### config.mk
export PLATFORM = sky130hd
export DESIGN_NAME = tile_fifo_reader
export DESIGN_NICKNAME = d
export VERILOG_FILES = /design/src/rtl/tile_fifo_pkg.sv /design/src/rtl/tile_fifo_skid2.sv /design/src/rtl/tile_fifo_reader.sv
export SDC_FILE = /design/constraint.sdc
export NUM_CORES = 1
export LEC_CHECK = 0
export ABC_AREA = 1
export BUFFER_PORTS_ARGS = -buffer_cell sky130_fd_sc_hd__buf_2
export CORE_UTILIZATION = 50
export CTS_BUF_LIST = sky130_fd_sc_hd__clkbuf_2 sky130_fd_sc_hd__clkbuf_4 sky130_fd_sc_hd__clkbuf_8
export DETAILED_ROUTE_END_ITERATION = 6
export PLACE_DENSITY_LB_ADDON = 0.3
export SYNTH_ARGS = -nofsm -noshare
export SYNTH_HDL_FRONTEND = slang
export SYNTH_SLANG_ARGS = --single-unit
### constraint.sdc
create_clock -name clk -period 2.5 [get_ports clk]
set_clock_uncertainty 0.2 [all_clocks]
set_input_delay 0.25 -clock clk [delete_from_list [all_inputs] [get_ports clk]]
set_output_delay 0.25 -clock clk [all_outputs]
set_load 0.01 [all_outputs]
### src/rtl/tile_fifo_pkg.sv
// Shared definitions for the tile_fifo reader and writer: pointer width and level arithmetic.
package tile_fifo_pkg;

  localparam int unsigned DATA_WIDTH_DEF = 40;
  localparam int unsigned ADDR_WIDTH_DEF = 9;
  localparam int unsigned PTR_W          = ADDR_WIDTH_DEF + 1;

  // Level at which the FIFO is empty; full is 2**addr_w (see level_full).
  localparam int unsigned LEVEL_EMPTY = 0;

  // Words between two wrap-bit pointers of width ptr_w, modulo 2**ptr_w.
  function automatic logic [31:0] ptr_level(input logic [31:0] wr, input logic [31:0] rd,
                                            input int unsigned ptr_w);
    logic [31:0] mask;
    mask = (32'd1 << ptr_w) - 32'd1;
    return (wr - rd) & mask;
  endfunction

  function automatic logic [31:0] level_full(input int unsigned addr_w);
    return 32'd1 << addr_w;
  endfunction

endpackage

### src/rtl/tile_fifo_skid2.sv
// Two-entry in-order buffer that absorbs the RAM read latency; head entry is registered.
module tile_fifo_skid2 import tile_fifo_pkg::*; #(
  parameter int unsigned DATA_WIDTH = DATA_WIDTH_DEF
) (
  input  logic                  clk,
  input  logic                  rst,
  input  logic                  push,
  input  logic [DATA_WIDTH-1:0] push_data,
  input  logic                  pop,
  input  logic                  clear,
  output logic [1:0]            count,
  output logic [DATA_WIDTH-1:0] head_data
);

  logic [1:0]            count_q, count_d;
  logic [DATA_WIDTH-1:0] head_q, head_d;
  logic [DATA_WIDTH-1:0] tail_q, tail_d;

  always_comb begin
    count_d = count_q;
    head_d  = head_q;
    tail_d  = tail_q;
    if (clear) begin
      count_d = 2'd0;
    end else begin
      case ({push, pop})
        2'b11: begin
          // Occupancy unchanged; the new word goes behind whatever remains.
          if (count_q == 2'd2) begin
            head_d = tail_q;
            tail_d = push_data;
          end else begin
            head_d = push_data;
          end
        end
        2'b10: begin
          if (count_q == 2'd0) begin
            head_d = push_data;
          end else begin
            tail_d = push_data;
          end
          count_d = count_q + 2'd1;
        end
        2'b01: begin
          head_d  = tail_q;
          count_d = count_q - 2'd1;
        end
        default: ;
      endcase
    end
  end

  always_ff @(posedge clk) begin
    if (rst) begin
      count_q <= 2'd0;
      head_q  <= '0;
      tail_q  <= '0;
    end else begin
      count_q <= count_d;
      head_q  <= head_d;
      tail_q  <= tail_d;
    end
  end

  assign count     = count_q;
  assign head_data = head_q;

endmodule

### src/rtl/tile_fifo_reader.sv
// Read-side controller for the tile_fifo RAM: owns the read pointer and presents a
// valid/ready stream, hiding the 1-cycle RAM read latency behind a 2-entry buffer.
module tile_fifo_reader import tile_fifo_pkg::*; #(
  parameter int unsigned DATA_WIDTH = DATA_WIDTH_DEF,
  parameter int unsigned ADDR_WIDTH = ADDR_WIDTH_DEF
) (
  input  logic                  clk,
  input  logic                  rst,
  input  logic [ADDR_WIDTH:0]   wr_ptr,
  input  logic                  flush,
  output logic [ADDR_WIDTH-1:0] ram_read_addr,
  input  logic [DATA_WIDTH-1:0] ram_q,
  output logic [ADDR_WIDTH:0]   rd_ptr,
  output logic [ADDR_WIDTH:0]   ram_level,
  output logic                  aso_valid,
  input  logic                  aso_ready,
  output logic [DATA_WIDTH-1:0] aso_data,
  output logic                  ovf_err
);

  localparam int unsigned PtrW = ADDR_WIDTH + 1;
  localparam logic [PtrW-1:0] FullLevel  = PtrW'(level_full(ADDR_WIDTH));
  localparam logic [PtrW-1:0] EmptyLevel = PtrW'(LEVEL_EMPTY);

  logic [PtrW-1:0] rd_ptr_q, rd_ptr_d;
  logic            inflight_q, inflight_d;
  logic            ovf_q, ovf_d;
  logic [1:0]      buf_count;
  logic [2:0]      occ_next;
  logic            pop;
  logic            issue;

  assign ram_level = PtrW'(ptr_level(32'(wr_ptr), 32'(rd_ptr_q), PtrW));
  assign pop       = aso_valid & aso_ready;

  // Occupancy the buffer would have after this cycle's pop; an issue now lands next cycle.
  assign occ_next = {1'b0, buf_count} + {2'b00, inflight_q} - {2'b00, pop};
  assign issue    = (ram_level != EmptyLevel) && !flush && (occ_next <= 3'd1);

  always_comb begin
    rd_ptr_d   = rd_ptr_q;
    inflight_d = 1'b0;
    ovf_d      = ovf_q;
    if (flush) begin
      rd_ptr_d = wr_ptr;
      ovf_d    = 1'b0;
    end else begin
      if (issue) begin
        rd_ptr_d   = rd_ptr_q + PtrW'(1);
        inflight_d = 1'b1;
      end
      if (ram_level > FullLevel) begin
        ovf_d = 1'b1;
      end
    end
  end

  always_ff @(posedge clk) begin
    if (rst) begin
      rd_ptr_q   <= '0;
      inflight_q <= 1'b0;
      ovf_q      <= 1'b0;
    end else begin
      rd_ptr_q   <= rd_ptr_d;
      inflight_q <= inflight_d;
      ovf_q      <= ovf_d;
    end
  end

  tile_fifo_skid2 #(
    .DATA_WIDTH (DATA_WIDTH)
  ) u_skid (
    .clk       (clk),
    .rst       (rst),
    .push      (inflight_q & ~flush),
    .push_data (ram_q),
    .pop       (pop),
    .clear     (flush),
    .count     (buf_count),
    .head_data (aso_data)
  );

  assign aso_valid     = (buf_count != 2'd0);
  assign rd_ptr        = rd_ptr_q;
  assign ram_read_addr = rd_ptr_q[ADDR_WIDTH-1:0];
  assign ovf_err       = ovf_q;

endmodule
# Word-level counts from Yosys, hierarchy flattened
# Index checks and enable logic that the tools add are counted.
# Widths: inputs -> output; s select.
# word_totals
elab_cells	47
in_bits	54
regBits	94
# classes
eq_ne	7
reduce_logical	13
add_sub_neg	6
n_bitwise	3
n_lt_le_gt_ge	2
n_mux	10
# ops
op	n
$mux 40	4
$pmux 40 s3	1
$pmux 40 s2	1
$mux 10	2
$add 10x1->10 const B	1
$gt 10x10->1 const B	1
$reduce_bool 10->1	1
$sub 10x10->10	1
$reduce_bool 2->1	4
$eq 2x2->1 const B	3
$ne 2x1->1 const B	2
$pmux 2 s2	1
$reduce_and 4->1	1
$add 2x1->3	1
$le 3x1->1 const B	1
$reduce_and 3->1	1
$reduce_bool 3->1	1
$sub 3x1->3	1
$add 2x1->2 const B	1
$and 1x1->1	2
$eq 2x1->1 const B	1
$logic_and 1x1->1	2
$logic_not 2->1	1
$ne 2x2->1 const B	1
5 further kinds	5

# Longest topological paths before layout
# Gate-level depths: netlist (run 1).
# depth
depth_word	7
ltp_mapped	18

# Modules after synthesis
# A second synthesis (run 1) with hierarchy kept.
# hier_totals
hier_cells	917
area_unflattened_um2	5800.6
# modules_own_cells
mod	cells_per_inst	instances	area_each_um2
tile_fifo_skid2	660	1	4310.4
tile_fifo_reader	257	1	1490.2

# Least setup slack after synthesis (run 1)
# No wires, ideal clock.
# synth_path
kind	reg-to-reg
start	reg u_skid.count_q[0] (netlist: u_skid.count[0])
end	reg rd_ptr_q[9] (netlist: rd_ptr[9])
setup_time_ns	0.066
arrival_time_ns	2.255
required_time_ns	2.234
path_stages_with_launch	17
slack_ns	-0.021
synth_period_minus_slack_ns	2.521
path_cell_list	dfxtp_1 > nor2_1 > inv_2 > nand2_1 > inv_1 > ha_1 > inv_1 > ha_1 > fa_1 > nor2_1 > o21ai_0 > a21oi_1 > nand2_2 > nand2_2 > buf_6 > nand2_1 > a21oi_2
# synth_via
elab_chain_cells	6
elab_cells_between_ends	7
cone_classes	2 x add/sub; 1 x order compare; 1 x bitwise; 3 x reduce/logical
# synth_lines
item	line_no	rtl
start, declared	tile_fifo_skid2.sv:15	logic [1:0] count_q, count_d;
start signal, assigned	tile_fifo_skid2.sv:59	count_q <= count_d;
$reduce_bool 2->1	tile_fifo_reader.sv:83	assign aso_valid = (buf_count != 2'd0);
net aso_valid	tile_fifo_reader.sv:15	output logic aso_valid,
$and 1x1->1	tile_fifo_reader.sv:34	assign pop = aso_valid & aso_ready;
$sub 3x1->3	tile_fifo_reader.sv:37	assign occ_next = {1'b0, buf_count} + {2'b00, inflight_q} - {2'b00, pop};
$le 3x1->1	tile_fifo_reader.sv:38	assign issue = (ram_level != EmptyLevel) && !flush && (occ_next <= 3'd1);
$logic_and 1x1->1	tile_fifo_reader.sv:38	
$reduce_bool 2->1 (no line)	--	
end signal, assigned	tile_fifo_reader.sv:64	rd_ptr_q <= rd_ptr_d;
end, declared	tile_fifo_reader.sv:25	logic [PtrW-1:0] rd_ptr_q, rd_ptr_d;
# The timed path passes the listed nets, and every way through them passes these cells.
# A chain may end at the register's enable or synchronous reset.

# Final worst setup path (run 1)
# layout_path
start	reg u_skid.count_q[0] (netlist: u_skid.count[0])
end	reg rd_ptr_q[5] (netlist: rd_ptr[5])
# layout_via
elab_chain_cells	6
elab_cells_between_ends	7
cone_classes	2 x add/sub; 1 x order compare; 1 x bitwise; 3 x reduce/logical
# layout_lines
item	line_no
branches (longest 2 deep; another with $add 2x1->3)	--
$sub 3x1->3 (*)	tile_fifo_reader.sv:37
$le 3x1->1 (*)	tile_fifo_reader.sv:38
$logic_and 1x1->1 (*)	tile_fifo_reader.sv:38
$reduce_bool 2->1 (no line) (*)	--
# Every way passes the cells marked *.

==> flow_metrics.py, run 1 <==
metrics = {
    "job": {
        "drv_cap": 0,
    },
    "global_routing": {
        "grt_pass1_wl_um": 23520,
        "antenna_found_initial": 0,
        "gr-total-overflow": 0,
        "grt_pass1_vias": 5131,
        "gr-usage-all-layers": 0.2542,
        "grt_max_degree": 41,
    },
    "worst_setup_path": {
        "critical_path_class": "reg2reg",
        "endpoint_kind": "register",
        "cpMostUsedCell": "inv_2",
        "required_ns": 2.55,
        "critPathArrivalTime_ns": 2.55,
        "cp_max_fo": 6,
        "cp-start-kind": "register",
        "cp_cell_sequence": "nor2_2 > inv_2 > nand2_2 > inv_2 > ha_4 > inv_2 > ha_4 > fa_1 > nor2_1 > o21ai_1 > a21oi_1 > nand2_2 > buf_6 > nand3_2 > a21oi_2",
        "crit_slowest_cell": "fa_1",
        "cpPeakStageDelay_ns": 0.42,
    },
    "detailed_routing": {
        "viasPerCell": 5.259,
        "ant_nets": 0,
        "drtIter0Drc": 375,
        "drt_drc_violations_left": 0,
        "wl_per_cell_um": 12.67,
        "route.vias.total": 5732,
        "routed_wl_um": 13820,
        "first_pass_iters": 6,
    },
    "final_layout": {
        "num-fill-cells": 993,
        "nets": 1020,
        "antenna_cells": 0,
        "syn2layout_area_growth_pct": 25.73,
        "drive_gt1_frac": 0.2463,
        "fin_cells": 1090,
        "design_area_mm2": 0.006744,
        "fin_util": 0.6503,
    },
    "clocking": {
        "clk_path_buf_depth": 2,
        "cts_sinks": 94,
        "clk_latency_ns": 0.36,
        "clkTransAtPathRegs_ns": 0.09,
        "cts_buffers": 9,
        "htreeDepth": 3,
        "cts-root-buf": "clkbuf_8",
        "cts_tree": "yes",
    },
    "logic_synthesis": {
        "synth_area_leaders": "dfxtp_1 (35%), a21oi_1 (16%), o21ai_0 (14%)",
        "postSynthAreaPerCell_um2": 6.614,
        "async_flop_share": 0,
        "syn_nets": 882,
        "yosysTopAreaCell": "dfxtp_1",
        "yosysMostFrequentCell": "a21oi_1",
        "synth_area_mm2": 0.005364,
        "yosysSeqAreaShare": 0.3508,
        "synth_top_area_frac": 0.3508,
        "synthTopCellsByCount": "a21oi_1 (171), o21ai_0 (150), nand2_1 (120)",
        "synth-edff-count": 0,
        "ys_warn_count": 0,
        "synth_cells": 811,
        "ys.flop_type": "dfxtp_1",
        "ys_seq_elements": 94,
        "netlist-cell-type-count": 32,
    },
    "sta": {
        "slew_violations": 0,
        "tightest_slew_ns": 0.4598,
        "relSlewSlack": 0.6935,
        "grt_setup_unrepaired": "true",
        "period_minus_slack_ns": 2.506,
        "hold_violations": 0,
        "finalCritPeriodShare": 1.002,
        "finalSetupTns_ns": -0.01315,
        "fmax_mhz": 399.0,
        "hold_ws_ns": 0.001054,
        "setup_viol": 6,
        "setup_slack_ns": -0.006080,
    },
    "floorplanning": {
        "initial_utilization": 0.5173,
        "core_area_mm2": 0.01037,
        "die_h_um": 105.6,
        "io_pins": 125,
        "num_rows": 37,
        "die_x_um": 105.6,
        "dieArea_mm2": 0.01115,
    },
    "placed_design": {
        "place_area_mm2": 0.006193,
        "numPortBuffers": 124,
        "dp.cells": 1045,
        "dp_hpwl_um": 9360,
        "routabilityCongestion": 0.9264,
    },
    "run_status": {
        "failed_checks": "setup timing",
        "outcome": "finished with violations",
    },
    "worst_hold_path": {
        "worstHoldPathType": "in2reg",
    },
    "pwr": {
        "vdd_drop_max_mv": 0.2845,
        "p_leak_nw": 2.998,
        "p_per_area_mw_per_mm2": 494.6,
    },
}
[final cells by class]
cell class / count / area [µm²] / share of cell area
clock buffers: 11 / 138.9 / 0.02059
clock inverters: 5 / 58.81 / 0.008720
inverters: 93 / 354.1 / 0.05250
multi-input cells: 561 / 2939 / 0.4358
flip-flops and latches: 94 / 1884 / 0.2794
well taps: 136 / 170.2 / 0.02523
repair buffers: 190 / 1199 / 0.1777
[worst max-delay path, delay by kind of cell, from the launching register on]
kind,cells,cell delay (ns)
fa+ha+maj,3,0.81
simple gates,5,0.47
flops,1,0.33
buf+inv,4,0.31
compound gates,3,0.26
[where the power goes]
part           leakage [nW]  switching (W)  internal [W]
clock                0.0968       0.000537      0.000487
combinational          2.14       0.000428      0.000297
sequential            0.766      0.0000267       0.00156
[worst paths after layout]
check | startpoint | endpoint | slack (ns) | cells past startpoint
setup / recovery | u_skid.count[0] | rd_ptr[5] | -0.006 | 15
hold / removal | ram_q[15] | u_skid.tail_q[15] | 0.001 | 3
setup reg to reg | u_skid.count[0] | rd_ptr[5] | -0.006 | 15
hold reg to reg | ovf_err | ovf_err | 0.25 | 2
[timing repair]
action / in CTS / in global routing
buffers inserted: 7 / 1
gates resized for setup: 14 / 13
pin swaps: 5 / 5
gates cloned: 1 / 0
hold buffers: 20 / 0
hold endpoints to repair: 21 / 0
setup endpoints to repair: 10 / 45
[per-stage QoR]
step                      setup WS [ns]  total power (W)
after global placement        -0.006270         0.002288
after floorplan                0.008651         0.002070
after CTS                      -0.02553         0.003349
final                         -0.006080         0.003335
after global routing            -0.1242         0.003525
after detailed placement        -0.1009         0.002297
[cells by family (layout without fill, tap and decap cells)]
| group | after synthesis | in the layout | synth area share |
|---|---|---|---|
| buffers and inverters | 157 | 299 | 0.1194 |
| and+or+nand+nor | 187 | 188 | 0.1479 |
| muxes | 1 | 1 | 0.001866 |
| AOI/OAI and AO/OA | 352 | 352 | 0.3326 |
| adders and majority gates | 17 | 17 | 0.04245 |
| xor gates and xnor gates | 3 | 3 | 0.004899 |
| DFF | 94 | 94 | 0.3508 |
[routing by layer]
layer,global-route usage,share of wire,vias to the layer above
met4,0.08730,0.017,0
met3,0.03154,0.049,19
li1,-,-,2984
met2,0.4248,0.47,167
met5,0,0,-
met1,0.3385,0.46,2562
[state kept, by name, summed over array words and instances, names as in the netlist]
register and count:
rd_ptr 10, inflight_q 1, u_skid.head_data 40, u_skid.tail_q 40, ovf_err 1, u_skid.count 2
[cells in the final DEF (no fill, tap or decap), types with 2 or more instances in the layout]
cell	synthesis	routed
a21oi_1	171	169
o21ai_0	150	148
buf_2	2	124
nand2_1	120	116
dfxtp_1	94	92
inv_1	83	81
buf_4	9	42
o21ai_1	23	24
nand3_1	24	20
dlygate4sd3_1	0	20
nor2_1	21	19
nand2_2	12	16
ha_1	15	13
inv_2	8	10
clkbuf_8	0	9
nand3_2	2	6
a21oi_2	3	5
nor2_2	2	3
nand4_1	3	3
xor2_1	2	2
nor3_1	2	2
ha_4	0	2
clkbuf_4	0	2
clkinvlp_4	0	2
buf_6	2	2
buf_12	0	2
dfxtp_2	0	2
Power figures use the tool's default switching activity.
==> run 2, diff against run 1 <==
--- a/config.mk
+++ b/config.mk
@@ -7,10 +7,12 @@
 export LEC_CHECK = 0
 export ABC_AREA = 1
 export BUFFER_PORTS_ARGS = -buffer_cell sky130_fd_sc_hd__buf_2
+export CAP_MARGIN = 20
 export CORE_UTILIZATION = 50
 export CTS_BUF_LIST = sky130_fd_sc_hd__clkbuf_2 sky130_fd_sc_hd__clkbuf_4 sky130_fd_sc_hd__clkbuf_8
 export DETAILED_ROUTE_END_ITERATION = 6
 export PLACE_DENSITY_LB_ADDON = 0.3
+export SKIP_CTS_REPAIR_TIMING = 1
 export SYNTH_ARGS = -nofsm -noshare
 export SYNTH_HDL_FRONTEND = slang
 export SYNTH_SLANG_ARGS = --single-unit
==> flow_metrics.py, run 2 (synthesis gave the netlist of run 1 again) <==
metrics = {
    "clocking": {
        "cts_buffers": 9,
        "htreeDepth": 3,
        "clkTransAtPathRegs_ns": 0.09,
        "cts_tree": "yes",
        "clk_path_buf_depth": 2,
        "clk_latency_ns": 0.36,
        "cts_sinks": 94,
        "cts-root-buf": "clkbuf_8",
    },
    "detailed_routing": {
        "first_pass_iters": 4,
        "drtIter0Drc": 277,
        "wl_per_cell_um": 12.68,
        "routed_wl_um": 13490,
        "viasPerCell": 5.314,
        "drt_drc_violations_left": 0,
        "route.vias.total": 5654,
        "ant_nets": 0,
    },
    "floorplanning": {
        "die_x_um": 105.6,
        "dieArea_mm2": 0.01115,
        "num_rows": 37,
        "core_area_mm2": 0.01037,
        "die_h_um": 105.6,
        "initial_utilization": 0.5173,
        "io_pins": 125,
    },
    "pwr": {
        "vdd_drop_max_mv": 0.2843,
        "total_power_w": 0.003309,
        "p_leak_nw": 2.886,
        "p_per_area_mw_per_mm2": 507.9,
    },
    "global_routing": {
        "grt_pass1_vias": 4971,
        "antenna_found_initial": 1,
        "globalRouteMet1Util": 0.3269,
        "grtUsageMet2": 0.4013,
        "grt_use_met3": 0.03587,
        "grt_max_degree": 41,
        "grt_pass1_wl_um": 22710,
        "grt.busiest_layer": "met2",
        "gr-total-overflow": 0,
        "gr-usage-all-layers": 0.2455,
    },
    "worst_setup_path": {
        "rrSetupSlack_ns": -0.01,
        "cpPeakStageDelay_ns": 0.44,
        "cp_cell_sequence": "nor2_2 > inv_2 > nand2_2 > inv_2 > ha_4 > inv_2 > ha_4 > fa_1 > nor2_1 > o21ai_1 > a21oi_2 > nand2_4 > buf_6 > nand3_2 > a21oi_1",
        "cp-start-kind": "register",
        "critPathArrivalTime_ns": 2.55,
        "cpMostUsedCell": "inv_2",
        "cp_max_fo": 6,
        "endpoint_kind": "register",
        "crit_slowest_cell": "fa_1",
        "required_ns": 2.54,
        "critical_path_class": "reg2reg",
        "crit_family": "adder cells",
        "cp_num_buf_inv": 4,
    },
    "placed_design": {
        "dp_hpwl_um": 9360,
        "numPortBuffers": 124,
        "routabilityCongestion": 0.9264,
        "dp.cells": 1045,
    },
    "final_layout": {
        "nets": 993,
        "mostFrequentLayoutCells": "a21oi_1 (169), o21ai_0 (149), buf_2 (124), nand2_1 (115), dfxtp_1 (92)",
        "num-fill-cells": 1026,
        "fin_cells": 1064,
        "drive_gt1_frac": 0.2492,
        "syn2layout_area_growth_pct": 21.44,
        "final_common_cell": "a21oi_1",
    },
    "run_status": {
        "outcome": "finished with violations",
        "failed_checks": "hold timing, setup timing",
    },
    "worst_hold_path": {
        "worstHoldPathType": "in2reg",
    },
    "sta": {
        "slew_violations": 0,
        "hold_violations": 6,
        "finalCritPeriodShare": 1.004,
        "tightest_slew_ns": 0.4622,
        "setup_viol": 6,
        "finalSetupTns_ns": -0.03398,
        "grt_setup_unrepaired": "true",
        "setup_slack_ns": -0.01073,
        "period_minus_slack_ns": 2.511,
        "fmax_mhz": 398.3,
        "hold_ws_ns": -0.005415,
        "relSlewSlack": 0.6919,
    },
    "job": {
        "drv_cap": 0,
    },
}
-- run 2: changes by cell type in the layout (fill, tap and decap cells not counted), moves of 2 or more --
cell and change:
nand2_4 +2, dlygate4sd3_1 -20, nand3_1 -3, nand3_2 +3
buf_4 -7
-- run 2: worst paths after layout --
check	startpoint	end	cells after the start
worst max-delay path	u_skid.count[0]	rd_ptr[0]	15
worst min-delay path	ram_q[16]	u_skid.tail_q[16]	3
worst max register to register	u_skid.count[0]	rd_ptr[0]	15
worst min register to register	ovf_err	ovf_err	2
-- run 2: final cells by class --
cell class	instances	area (µm²)	share of cell area
multi-input combinational	561	2964	0.4551
sequential	94	1884	0.2893
timing repair buffer	163	945.9	0.1452
inverter	93	349.1	0.05359
tap	136	170.2	0.02612
clock buffer	11	138.9	0.02132
clock inverter	5	58.81	0.009028
antenna	1	2.502	0.0003842
-- run 2: worst reg2reg max path, delay by kind of cell (launching register included) --
kind	cells	cell delay, ns
adder cells (fa/ha/maj)	3	0.84
buffers and inverters	4	0.29
flip-flops	1	0.33
AO/OA/AOI/OAI	3	0.30
AND/OR/NAND/NOR	5	0.44
-- run 2: where the power goes --
group          switching [W]  total (W)  internal, W
Sequential         0.0000262    0.00159      0.00156
Clock               0.000535    0.00102     0.000487
Combinational       0.000425   0.000700     0.000275
-- run 2: per-stage QoR --
stage          instance area, µm²  hold slack (ns)  worst slack (ns)    util
2_1_floorplan                5368           0.2433          0.008651       -
3_3_place_gp                 6193           0.2367         -0.006270  0.5972
3_5_place_dp                 6193           0.2474           -0.1009  0.5972
4_1_cts                      6391         -0.01749           -0.1260  0.6163
5_1_grt                      6514         0.002945           -0.1142  0.6281
6_report                     6514        -0.005415          -0.01073  0.6281
-- run 2: metal layers --
metal / vias up / part of all wire
met3: 19 / 0.052
met1: 2544 / 0.47
met2: 164 / 0.46
li1: 2927 / -
met5: - / 0
met4: 0 / 0.021
==> run 3, diff against run 2 <==
--- a/config.mk
+++ b/config.mk
@@ -12,6 +12,7 @@
 export CTS_BUF_LIST = sky130_fd_sc_hd__clkbuf_2 sky130_fd_sc_hd__clkbuf_4 sky130_fd_sc_hd__clkbuf_8
 export DETAILED_ROUTE_END_ITERATION = 6
 export PLACE_DENSITY_LB_ADDON = 0.3
+export SETUP_SLACK_MARGIN = 0.2
 export SKIP_CTS_REPAIR_TIMING = 1
 export SYNTH_ARGS = -nofsm -noshare
 export SYNTH_HDL_FRONTEND = slang
==> flow_metrics.py, run 3 (synthesis gave the netlist of run 1 again) <==
metrics = {
    "pwr": {
        "p_int_w": 0.002416,
        "vdd_drop_max_mv": 0.2717,
        "p_leak_nw": 2.881,
        "switching_share": 0.2945,
        "power_frac_comb": 0.217,
        "p_per_area_mw_per_mm2": 518.3,
        "power_frac_clock": 0.319,
        "seq_power_share": 0.464,
        "p_sw_w": 0.001009,
        "total_power_w": 0.003424,
    },
    "sta": {
        "relSlewSlack": 0.7423,
        "finalSetupTns_ns": -0.03554,
        "hold_ws_ns": -0.02283,
        "period_minus_slack_ns": 2.515,
        "fmax_mhz": 397.6,
        "tightest_slew_ns": 0.3865,
        "hold_violations": 12,
        "grt_setup_unrepaired": "true",
        "setup_slack_ns": -0.01507,
        "setup_viol": 6,
        "finalCritPeriodShare": 1.006,
        "slew_violations": 0,
    },
    "clocking": {
        "cts_tree": "yes",
        "clkTransAtPathRegs_ns": 0.10,
        "cts_sinks": 94,
        "clk_path_buf_depth": 2,
        "cts-root-buf": "clkbuf_8",
        "clk_latency_ns": 0.36,
        "htreeDepth": 3,
        "cts_buffers": 9,
    },
    "global_routing": {
        "grt_max_degree": 81,
        "grtUsageMet2": 0.3886,
        "grt_pass1_vias": 4821,
        "globalRouteMet1Util": 0.3507,
        "antenna_found_initial": 0,
        "grt_use_met3": 0.04205,
        "grt_pass1_wl_um": 22950,
        "grt.busiest_layer": "met2",
        "gr-total-overflow": 0,
        "gr-usage-all-layers": 0.2484,
    },
    "detailed_routing": {
        "drt_drc_violations_left": 0,
        "route.vias.total": 5645,
        "ant_nets": 0,
        "routed_wl_um": 14260,
        "wl_per_cell_um": 13.51,
        "drtIter0Drc": 263,
        "first_pass_iters": 5,
        "viasPerCell": 5.351,
    },
    "worst_setup_path": {
        "crit_family": "adder cells",
        "crit_slowest_cell": "fa_1",
        "cp_cell_sequence": "nor2_4 > inv_2 > nand2_2 > inv_2 > ha_4 > inv_2 > ha_4 > fa_1 > nor2_1 > o21ai_1 > a21oi_2 > nand2_2 > buf_4 > nand3_1 > a21oi_2",
        "required_ns": 2.54,
        "critical_path_class": "reg2reg",
        "cpMostUsedCell": "inv_2",
        "cp_num_buf_inv": 4,
        "cpPeakStageDelay_ns": 0.42,
        "critPathArrivalTime_ns": 2.56,
        "cp-start-kind": "register",
        "endpoint_kind": "register",
        "cp_max_fo": 5,
    },
    "floorplanning": {
        "initial_utilization": 0.5173,
        "io_pins": 125,
        "dieArea_mm2": 0.01115,
        "num_rows": 37,
        "die_h_um": 105.6,
        "core_area_mm2": 0.01037,
        "die_x_um": 105.6,
    },
    "final_layout": {
        "syn2layout_area_growth_pct": 23.19,
        "regArea_mm2": 0.001887,
        "nets": 987,
        "num-fill-cells": 937,
        "multi_input_area_mm2": 0.003034,
        "drive_gt1_frac": 0.2492,
        "fin_cells": 1055,
        "mostFrequentLayoutCells": "a21oi_1 (169), o21ai_0 (149), buf_2 (123), nand2_1 (114), dfxtp_1 (90)",
        "final_common_cell": "a21oi_1",
        "antenna_cells": 0,
    },
    "placed_design": {
        "numPortBuffers": 124,
        "dp.cells": 1036,
        "routabilityCongestion": 0.8393,
        "dp_hpwl_um": 9089,
        "place_ws_ns": -0.09351,
    },
    "worst_hold_path": {
        "worstHoldPathType": "in2reg",
    },
    "job": {
        "drv_cap": 0,
    },
    "run_status": {
        "failed_checks": "hold timing, setup timing",
        "outcome": "finished with violations",
    },
}
-- run 3: cell count changes in the layout (fill, tap and decap cells not counted), sizes merged --
cell,change
dlygate4sd3,+1
buf,-8
diode,-1
clkinv,-1
clkbuf,-1
bufinv,+1
-- run 3: power by group through the flow --
stage	Combinational (W)	Clock, W	Sequential, W
after floorplan	0.000427	0	0.00165
after global placement	0.000677	0	0.00162
after detailed placement	0.000685	0	0.00162
after CTS	0.000689	0.00111	0.00159
after global routing	0.000829	0.00118	0.00160
final	0.000742	0.00109	0.00159
-- run 3: final cells by class --
class,count,area share
Multi-Input combinational cell,561,0.4592
Sequential cell,94,0.2856
Timing Repair Buffer,157,0.1449
Inverter,93,0.05321
Tap cell,136,0.02575
Clock buffer,9,0.01875
Clock inverter,5,0.01269
-- run 3: final timing paths --
path / from / end / slack (ns) / cells after the start
setup / recovery: u_skid.count[1] / rd_ptr[9] / -0.02 / 15
setup reg to reg: u_skid.count[1] / rd_ptr[9] / -0.02 / 15
hold / removal: ram_q[13] / u_skid.tail_q[13] / -0.02 / 3
hold reg to reg: ovf_err / ovf_err / 0.27 / 2
-- run 3: metrics by stage --
stage | utilization | hold WS, ns | cell area, µm²
final | 0.6372 | -0.02283 | 6608
after global routing | 0.6372 | 0.0002561 | 6608
after CTS | 0.6174 | -0.02752 | 6402
after detailed placement | 0.5974 | 0.2583 | 6195
after global placement | 0.5974 | 0.2444 | 6195
after floorplan | - | 0.2433 | 5399
-- run 3: routing by layer --
metal	wire length, µm	share of wire
met5	0	0
met4	187	0.013
met2	6702	0.47
met3	766	0.054
met1	6601	0.46
-- run 3: worst reg2reg max path, delay by kind of cell, from the launching register on --
family / cells / cell delay [ns]
and+or+nand+nor: 5 / 0.44
AOI/OAI and AO/OA: 3 / 0.28
DFF: 1 / 0.34
adders and majority gates: 3 / 0.82
buffers and inverters: 4 / 0.31
